`config.mk`:
```
export PLATFORM = sky130hd
export DESIGN_NAME = parking_slot_billing_ctrl_flat
export DESIGN_NICKNAME = d
export VERILOG_FILES = /design/src/rtl/parking_slot_billing_ctrl_if.sv /design/src/rtl/parking_slot_billing_ctrl.sv /design/src/flat_wrapper.sv
export SDC_FILE = /design/constraint.sdc
export NUM_CORES = 1
export LEC_CHECK = 0
export BUFFER_PORTS_ARGS = -buffer_cell sky130_fd_sc_hd__buf_2
export CORE_AREA = 2 2 63 65
export DETAILED_ROUTE_END_ITERATION = 10
export DIE_AREA = 0 0 65 67
export GPL_TIMING_DRIVEN = 0
export PLACE_DENSITY_LB_ADDON = 0.15
export RECOVER_POWER = 100
export SYNTH_ARGS = -nofsm -noshare
export SYNTH_HDL_FRONTEND = slang
export SYNTH_SLANG_ARGS = --single-unit
```
`constraint.sdc`:
```
create_clock -name clk -period 2.45 [get_ports clk]
set_input_delay 0.6125 -clock clk [delete_from_list [all_inputs] [get_ports clk]]
set_output_delay 0.6125 -clock clk [all_outputs]
set_load 0.005 [all_outputs]
```
`src/rtl/parking_slot_billing_ctrl_if.sv`:
```
// parking_slot_billing_ctrl_if: handshake bundle between the parking lot front-end and its users.
//  arrive_valid/arrive_ready/grant_slot : slot request and one-hot grant
//  depart_valid/depart_slot/depart_ready/depart_err : departure request and empty-slot error
//  fee_valid/fee_ready/fee/duration : billed fee towards the payment stage
interface parking_slot_billing_ctrl_if;
  logic       arrive_valid;
  logic       arrive_ready;
  logic [3:0] grant_slot;
  logic       depart_valid;
  logic [1:0] depart_slot;
  logic       depart_ready;
  logic       depart_err;
  logic       fee_valid;
  logic       fee_ready;
  logic [7:0] fee;
  logic [3:0] duration;
  modport slave (
    input  arrive_valid, depart_valid, depart_slot, fee_ready,
    output arrive_ready, grant_slot, depart_ready, depart_err, fee_valid, fee, duration
  );
  modport master (
    output arrive_valid, depart_valid, depart_slot, fee_ready,
    input  arrive_ready, grant_slot, depart_ready, depart_err, fee_valid, fee, duration
  );
endinterface

```
`src/rtl/parking_slot_billing_ctrl.sv`:
```
// parking_slot_billing_ctrl: 4-slot parking allocator with hour clock and per-stay fee billing.
//  clk, rst_n : clock, asynchronous active-low reset
//  bus        : arrival / departure / fee handshakes (slave side)
//  occupancy  : bit i high = slot i occupied
//  full       : all four slots occupied
//  cur_time   : current hour counter
module parking_slot_billing_ctrl #(
  parameter int RATE           = 2,
  parameter int TICKS_PER_HOUR = 8
) (
  input  logic                         clk,
  input  logic                         rst_n,
  parking_slot_billing_ctrl_if.slave   bus,
  output logic [3:0]                   occupancy,
  output logic                         full,
  output logic [3:0]                   cur_time
);
  localparam int TW = $clog2(TICKS_PER_HOUR);
  typedef enum logic [1:0] {IDLE, CALC, HOLD} state_t;
  state_t        state, state_n;
  logic [TW-1:0] tick;
  logic [3:0]    entry [4];
  logic [3:0]    grant, dep_mask, exit_q, ent_q, d, dur_c, dur_q;
  logic [7:0]    fee_q;
  logic          arrive_fire, depart_take, depart_bad, err_q;
  always_comb begin
    // lowest zero bit of occupancy, one-hot; zero when full
    grant       = ~occupancy & (occupancy + 4'd1);
    full        = &occupancy;
    arrive_fire = bus.arrive_valid && !full;
    depart_take = state == IDLE && bus.depart_valid && occupancy[bus.depart_slot];
    depart_bad  = state == IDLE && bus.depart_valid && !occupancy[bus.depart_slot];
    dep_mask    = depart_take ? 4'b0001 << bus.depart_slot : 4'b0000;
    d           = exit_q - ent_q;
    // same-hour departure is still billed one hour
    dur_c       = (d == 4'd0) ? 4'd1 : d;
    state_n     = (state == IDLE) ? (depart_take ? CALC : IDLE) :
                  (state == CALC) ? HOLD : (bus.fee_ready ? IDLE : HOLD);
  end
  always_ff @(posedge clk or negedge rst_n)
    if (!rst_n) state <= IDLE;
    else        state <= state_n;
  always_ff @(posedge clk or negedge rst_n) begin
    if (!rst_n) begin
      tick      <= '0;
      cur_time  <= '0;
      occupancy <= '0;
      for (int i = 0; i < 4; i++) entry[i] <= '0;
      exit_q    <= '0;
      ent_q     <= '0;
      fee_q     <= '0;
      dur_q     <= '0;
      err_q     <= 1'b0;
    end else begin
      if (tick == TW'(TICKS_PER_HOUR - 1)) begin
        tick     <= '0;
        cur_time <= cur_time + 4'd1;
      end else tick <= tick + 1'b1;
      // grant never overlaps the departing slot: one is free, the other occupied
      occupancy <= (occupancy | (arrive_fire ? grant : 4'b0000)) & ~dep_mask;
      for (int i = 0; i < 4; i++) if (arrive_fire && grant[i]) entry[i] <= cur_time;
      // entry is captured at departure so a re-grant of the freed slot during CALC is harmless
      if (depart_take) begin
        exit_q <= cur_time;
        ent_q  <= entry[bus.depart_slot];
      end
      if (state == CALC) begin
        dur_q <= dur_c;
        fee_q <= {4'd0, dur_c} * 8'(RATE);
      end
      err_q <= depart_bad;
    end
  end
  assign bus.arrive_ready = !full;
  assign bus.grant_slot   = grant;
  assign bus.depart_ready = state == IDLE;
  assign bus.depart_err   = err_q;
  assign bus.fee_valid    = state == HOLD;
  assign bus.fee          = fee_q;
  assign bus.duration     = dur_q;
endmodule

```
`src/flat_wrapper.sv`:
```
// flat-port wrapper written by rule: the top's interface ports become plain ports
module parking_slot_billing_ctrl_flat 
#(
  parameter int RATE           = 2,
  parameter int TICKS_PER_HOUR = 8
)
  (clk, rst_n, occupancy, full, cur_time, bus_arrive_valid, bus_depart_valid, bus_depart_slot, bus_fee_ready, bus_arrive_ready, bus_grant_slot, bus_depart_ready, bus_depart_err, bus_fee_valid, bus_fee, bus_duration);
  parking_slot_billing_ctrl_if bus_i ();
  input  logic clk;
  input  logic rst_n;
  output logic [3:0] occupancy;
  output logic full;
  output logic [3:0] cur_time;
  input wire logic [$bits(bus_i.arrive_valid)-1:0] bus_arrive_valid;
  input wire logic [$bits(bus_i.depart_valid)-1:0] bus_depart_valid;
  input wire logic [$bits(bus_i.depart_slot)-1:0] bus_depart_slot;
  input wire logic [$bits(bus_i.fee_ready)-1:0] bus_fee_ready;
  output wire logic [$bits(bus_i.arrive_ready)-1:0] bus_arrive_ready;
  output wire logic [$bits(bus_i.grant_slot)-1:0] bus_grant_slot;
  output wire logic [$bits(bus_i.depart_ready)-1:0] bus_depart_ready;
  output wire logic [$bits(bus_i.depart_err)-1:0] bus_depart_err;
  output wire logic [$bits(bus_i.fee_valid)-1:0] bus_fee_valid;
  output wire logic [$bits(bus_i.fee)-1:0] bus_fee;
  output wire logic [$bits(bus_i.duration)-1:0] bus_duration;
  assign bus_i.arrive_valid = bus_arrive_valid;
  assign bus_i.depart_valid = bus_depart_valid;
  assign bus_i.depart_slot = bus_depart_slot;
  assign bus_i.fee_ready = bus_fee_ready;
  assign bus_arrive_ready = bus_i.arrive_ready;
  assign bus_grant_slot = bus_i.grant_slot;
  assign bus_depart_ready = bus_i.depart_ready;
  assign bus_depart_err = bus_i.depart_err;
  assign bus_fee_valid = bus_i.fee_valid;
  assign bus_fee = bus_i.fee;
  assign bus_duration = bus_i.duration;
  parking_slot_billing_ctrl #(.RATE(RATE), .TICKS_PER_HOUR(TICKS_PER_HOUR)) u_core (.clk(clk), .rst_n(rst_n), .bus(bus_i), .occupancy(occupancy), .full(full), .cur_time(cur_time));
endmodule
```
# After elaboration in Yosys (flattened, before gate mapping)
# Index checks and enable logic that the tools add are counted.
dict set report classes {
  add_sub_neg 4
  n_lt_le_gt_ge 2
  n_eq_ne 3
  shifts 1
  muxes 13
  bitwise 6
  reduce_logical 13
}
# cell count
set op_table {}
lappend op_table {{$mux 4} 5}
lappend op_table {{$add 4x1->4 const B} 2}
lappend op_table {{$and 4x4->4} 2}
lappend op_table {{$bmux 4 s2} 1}
lappend op_table {{$logic_and 1x1->1} 8}
lappend op_table {{$not 4->4} 2}
lappend op_table {{$mux 2} 3}
lappend op_table {{$logic_not 4->1} 1}
lappend op_table {{$or 4x4->4} 1}
lappend op_table {{$reduce_and 4->1} 1}
lappend op_table {{$shl 1x2->4 const A} 1}
lappend op_table {{$sub 4x4->4} 1}
lappend op_table {{$add 3x1->3 const B} 1}
lappend op_table {{$eq 3x3->1 const B} 1}
lappend op_table {{$ge 3x3->1 const B} 1}
lappend op_table {{$lt 2x3->1 const B} 1}
lappend op_table {{$mux 3} 1}
lappend op_table {{$not 2->3} 1}
lappend op_table {{$bmux 1 s2} 1}
lappend op_table {{$eq 2x1->1 const B} 1}
lappend op_table {{$eq 2x2->1 const B} 1}
lappend op_table {{$logic_not 1->1} 2}
lappend op_table {{$logic_not 2->1} 1}
lappend op_table {{$mux 1} 2}
dict set report totals {
  register_bits 42
  input_bits 7
  out_inout_bits 29
  word_cells 54
}

# Logic depth before layout (Yosys ltp)
dict set report depth {
  word_depth 6
  depth_mapped 8
  depth_no_buf 8
}

# Least setup slack after synthesis
# Ideal clock, no wire load.
dict set report synth_timing {
  path_type {input to register}
  start {input port bus_depart_slot[0]}
  end {register u_core.ent_q[0]}
  t_arrival_ps 1736
  required_time_ps 2325
  slack_ps 590
  stages 4
  n_path_buf 1
  cell_sequence {buf_6 > mux4_2 > nand2_4 > mux2_2}
}
dict set report synth_between {
  elab_chain_cells 4
}
# item line_no
set synth_rtl {}
lappend synth_rtl {{from (decl)} flat_wrapper.sv:16} ;# input wire logic [$bits(bus_i.depart_slot)-1:0] bus_depart_slot;
lappend synth_rtl {{$not 2->3 (implied by the code)} parking_slot_billing_ctrl.sv:65} ;# ent_q <= entry[bus.depart_slot];
lappend synth_rtl {{$bmux 4 s2} parking_slot_billing_ctrl.sv:65}
lappend synth_rtl {{$mux 4 (implied by the code) (2 in series)} parking_slot_billing_ctrl.sv:65}
lappend synth_rtl {{to (signal assigned)} parking_slot_billing_ctrl.sv:65}
lappend synth_rtl {{to (decl)} parking_slot_billing_ctrl.sv:23} ;# logic [3:0] grant, dep_mask, exit_q, ent_q, d, dur_c, dur_q;
# Several ways; a longest one is shown, not always the timed one. The select of a mux whose other input is x is not followed.
# A chain may end at the register's enable or synchronous reset.

# Worst setup path after layout
dict set report layout_timing {
  start {register u_core.state[1]}
  end {register u_core.ent_q[0]}
}
dict set report layout_between {
  elab_chain_cells 3
}
# item line_no
set layout_rtl {}
lappend layout_rtl {{from (decl)} parking_slot_billing_ctrl.sv:20} ;# state_t state, state_n;
lappend layout_rtl {{from (signal assigned)} parking_slot_billing_ctrl.sv:42} ;# else state <= state_n;
lappend layout_rtl {{$logic_not 2->1} parking_slot_billing_ctrl.sv:31} ;# depart_take = state == IDLE && bus.depart_valid && occupancy[bus.depart_slot];
lappend layout_rtl {{$logic_and 1x1->1 (2 in series)} parking_slot_billing_ctrl.sv:31}
# Every way passes these cells.

==> impl_metrics.yaml <==
status:
  outcome: "finished, final reports clean"
power:
  total_leakage_power_uw: 0.00108
  comb_power_share_pct: 37.7
  p_int_uw: 1620
  p_seq_share_pct: 43.3
  p_per_area_nw_per_um2: 1070
  switchingPower_uw: 780
  clkPwrFrac_pct: 19.0
  max-vdd-ir-drop_mv: 0.508
  switching_share_pct: 32.5
worst_hold_path:
  holdPathStages: 1
  hold_path_startpoint: "u_core.tick[0]$_DFF_PN0_"
  hp-class: "reg -> reg"
  min_to: "u_core.tick[0]$_DFF_PN0_"
yosys:
  synthesis.area_um2: 1950
  synth_area_per_cell_um2: 13.0
  ys_ff_latch: 42
  async_reset_ff_share_pct: 100
  synthAdderAreaFrac_pct: 4.88
  yosysWarnings: 0
  yosys.area_share.simple_pct: 9.70
  synth_seq_area_share_pct: 53.9
  yosys.cell_types.count: 30
  synth_compound_area_share_pct: 3.34
  synthCells: 150
  muxShareOfSynthArea_pct: 20.4
  synth_ff_type: "dfrtp_1"
  synth_top_family_by_area: "multiplexers"
  synth_edf_count: 0
  synth_xor_area_share_pct: 2.25
global_routing:
  grt_usage_pct: 17.5
  antenna_found_initial: 0
  grt_max_degree: 43
  grt_pass1_wl_mm: 5.44
  grt_pass1_vias: 1180
  grt_remaining_overflow: 0
sta:
  fin_crit_ps: 1930
  finalClockSkew_ps: 8.09
  fmax_mhz: 518
  tightest_slew_ps: 1010
  finalSetupTns_ps: 0
  relSlewSlack_pct: 32.9
  finalHoldViolCount: 0
  fin_crit_sh_pct: 78.7
  slew_viol_final: 0
  grt_setup_unrepaired: "no"
  timing.hold.ws_ps: 433
  setup_viol: 0
route:
  num_vias: 1247
  postRouteAntennaNets: 0
  viasPerCell: 5.24
  drc: 0
  drt_iter0_markers: 48
  drtPass1Iterations: 4
  wl_per_cell_um: 14.1
  drt_wl_total_mm: 3.35
place:
  port-buffer-count: 29
  place_congestion: 0.794
  dp_hpwl_mm: 2.42
setup_path:
  reg2reg_from: "u_core.state[1]$_DFF_PN0_"
  end_kind: "flop"
  ff2ff_path_depth: 3
  required_ps: 2630
  crit_start: "u_core.state[1]$_DFF_PN0_"
  r2r-end: "u_core.ent_q[0]$_DFFE_PN0P_"
  worstPathMaxFanout: 7
  worstPathArrival_ps: 2110
  worstSetupStartpointType: "flop"
  crit_type: "reg -> reg"
  r2r_slack_ps: 520
die:
  dieArea_um2: 4360
  start_util_pct: 54.0
  core-area_um2: 3610
  die_h_um: 67
  rows: 22
  fp.dieW_um: 65
  io_pins: 36
clock_network:
  h-tree-depth: 2
  post_cts_buffers: 0
  holdBufCountCts: 0
  cts_sinks: 42
  clockBufferDepth: 2
  clock_latency_ps: 300
  clk_pin_slew_ps: 80
  root_buffer: "clkbuf_8"
  cts_tree: "built"
  postCtsResizedCells: 0
  cts_buffers: 5
layout:
  drive_gt1_share_pct: 36.3
  nets: 203
  area_growth_pct: 15.0
  diodes: 0
run:
  maxCapViolations: 0
[cell families (layout without fill, tap and decap cells)]
kind of cell | Yosys count | count (layout)
buffers and inverters | 17 | 54
adder cells (fa/ha/maj) | 7 | 7
multiplexers | 29 | 29
XOR/XNOR | 5 | 5
other | 1 | 4
AO/OA/AOI/OAI | 12 | 12
AND/OR/NAND/NOR | 37 | 37
flip-flops | 42 | 42
[cell usage in the layout (no fill, tap or decap), types with 5 or more instances in the layout]
master / count
buf_2: 23
mux2_2: 24
o21ai_0: 7
nor2_1: 6
inv_1: 7
clkbuf_2: 5
nand2_1: 15
clkbuf_8: 6
dfrtp_1: 42
ha_1: 6
[worst max-delay path, cell delays in order (launching register included)]
cell,delay (ps)
dfrtp_1,420
nor3b_1,670
nand2_1,370
mux2_2,360
[worst max-delay path by stage]
stage / slack [ps] / cells after the start / to
6_report: 520 / 3 / u_core.ent_q[0]$_DFFE_PN0P_
5_1_grt: 360 / 3 / u_core.ent_q[0]$_DFFE_PN0P_
4_1_cts: 540 / 8 / u_core.bus.duration[0]$_DFFE_PN0N_
3_5_place_dp: 510 / 4 / u_core.exit_q[3]$_DFFE_PN0P_
3_3_place_gp: 510 / 4 / u_core.ent_q[0]$_DFFE_PN0P_
2_1_floorplan: 590 / 4 / u_core.ent_q[0]$_DFFE_PN0P_
[layer usage]
metal	wire length [um]	track usage [%]	vias to the layer above
li1	-	-	586
met1	1490	22.0	610
met2	1570	27.7	44
met3	207	4.22	7
met4	82	10.4	0
met5	0	0	-
[power groups by stage]
stage	sequential [uW]	combinational [uW]	clock (uW)
finish	1040	905	456
global route	1060	1020	501
CTS	1040	937	472
detailed placement	1060	932	0
global placement	1040	904	0
floorplan	1030	644	0
[stage by stage]
step | area (um^2) | total power (uW) | utilization [%] | instances | setup WS [ps]
global placement | 2160 | 1940 | 60.0 | 230 | 509
detailed placement | 2160 | 1990 | 60.0 | 230 | 509
CTS | 2260 | 2450 | 62.6 | 238 | 540
floorplan | 1960 | 1680 | - | 153 | 590
global route | 2240 | 2590 | 62.1 | 238 | 361
finish | 2240 | 2400 | 62.1 | 238 | 521
[cells in the mapped netlist (2+ instances only)]
cell type	n	area [um^2]
dfrtp_1	42	1050
mux2_2	24	270
nand2_1	14	52.6
buf_4	8	60.1
o21ai_0	7	35.0
ha_1	6	75.1
inv_1	6	22.5
nor2_1	6	22.5
mux4_1	4	105
nand3_1	4	20.0
xnor2_1	4	35.0
a21oi_1	3	15.0
nor2b_1	3	18.8
nand2b_1	2	12.5
nand4_1	2	12.5
[registers in the layout, summed over array words and instances (netlist names)]
signal	cells
u_core.cur_time	4
u_core.bus.depart_err	1
u_core.state	2
u_core.exit_q	4
u_core.ent_q	4
u_core.occupancy	4
u_core.entry	16
u_core.bus.duration	4
u_core.tick	3
[cell type report]
| cell class | count | area (um^2) |
|---|---|---|
| buffer | 10 | 76.3 |
| clock buffer | 7 | 86.3 |
| clock inverter | 1 | 5.00 |
| fill | 302 | 1370 |
| inverter | 7 | 26.3 |
| multi-input combinational | 94 | 793 |
| sequential | 42 | 1050 |
| tap | 48 | 60.1 |
| timing repair buffer | 29 | 143 |
No activity file was read; power rests on OpenSTA's default activity.
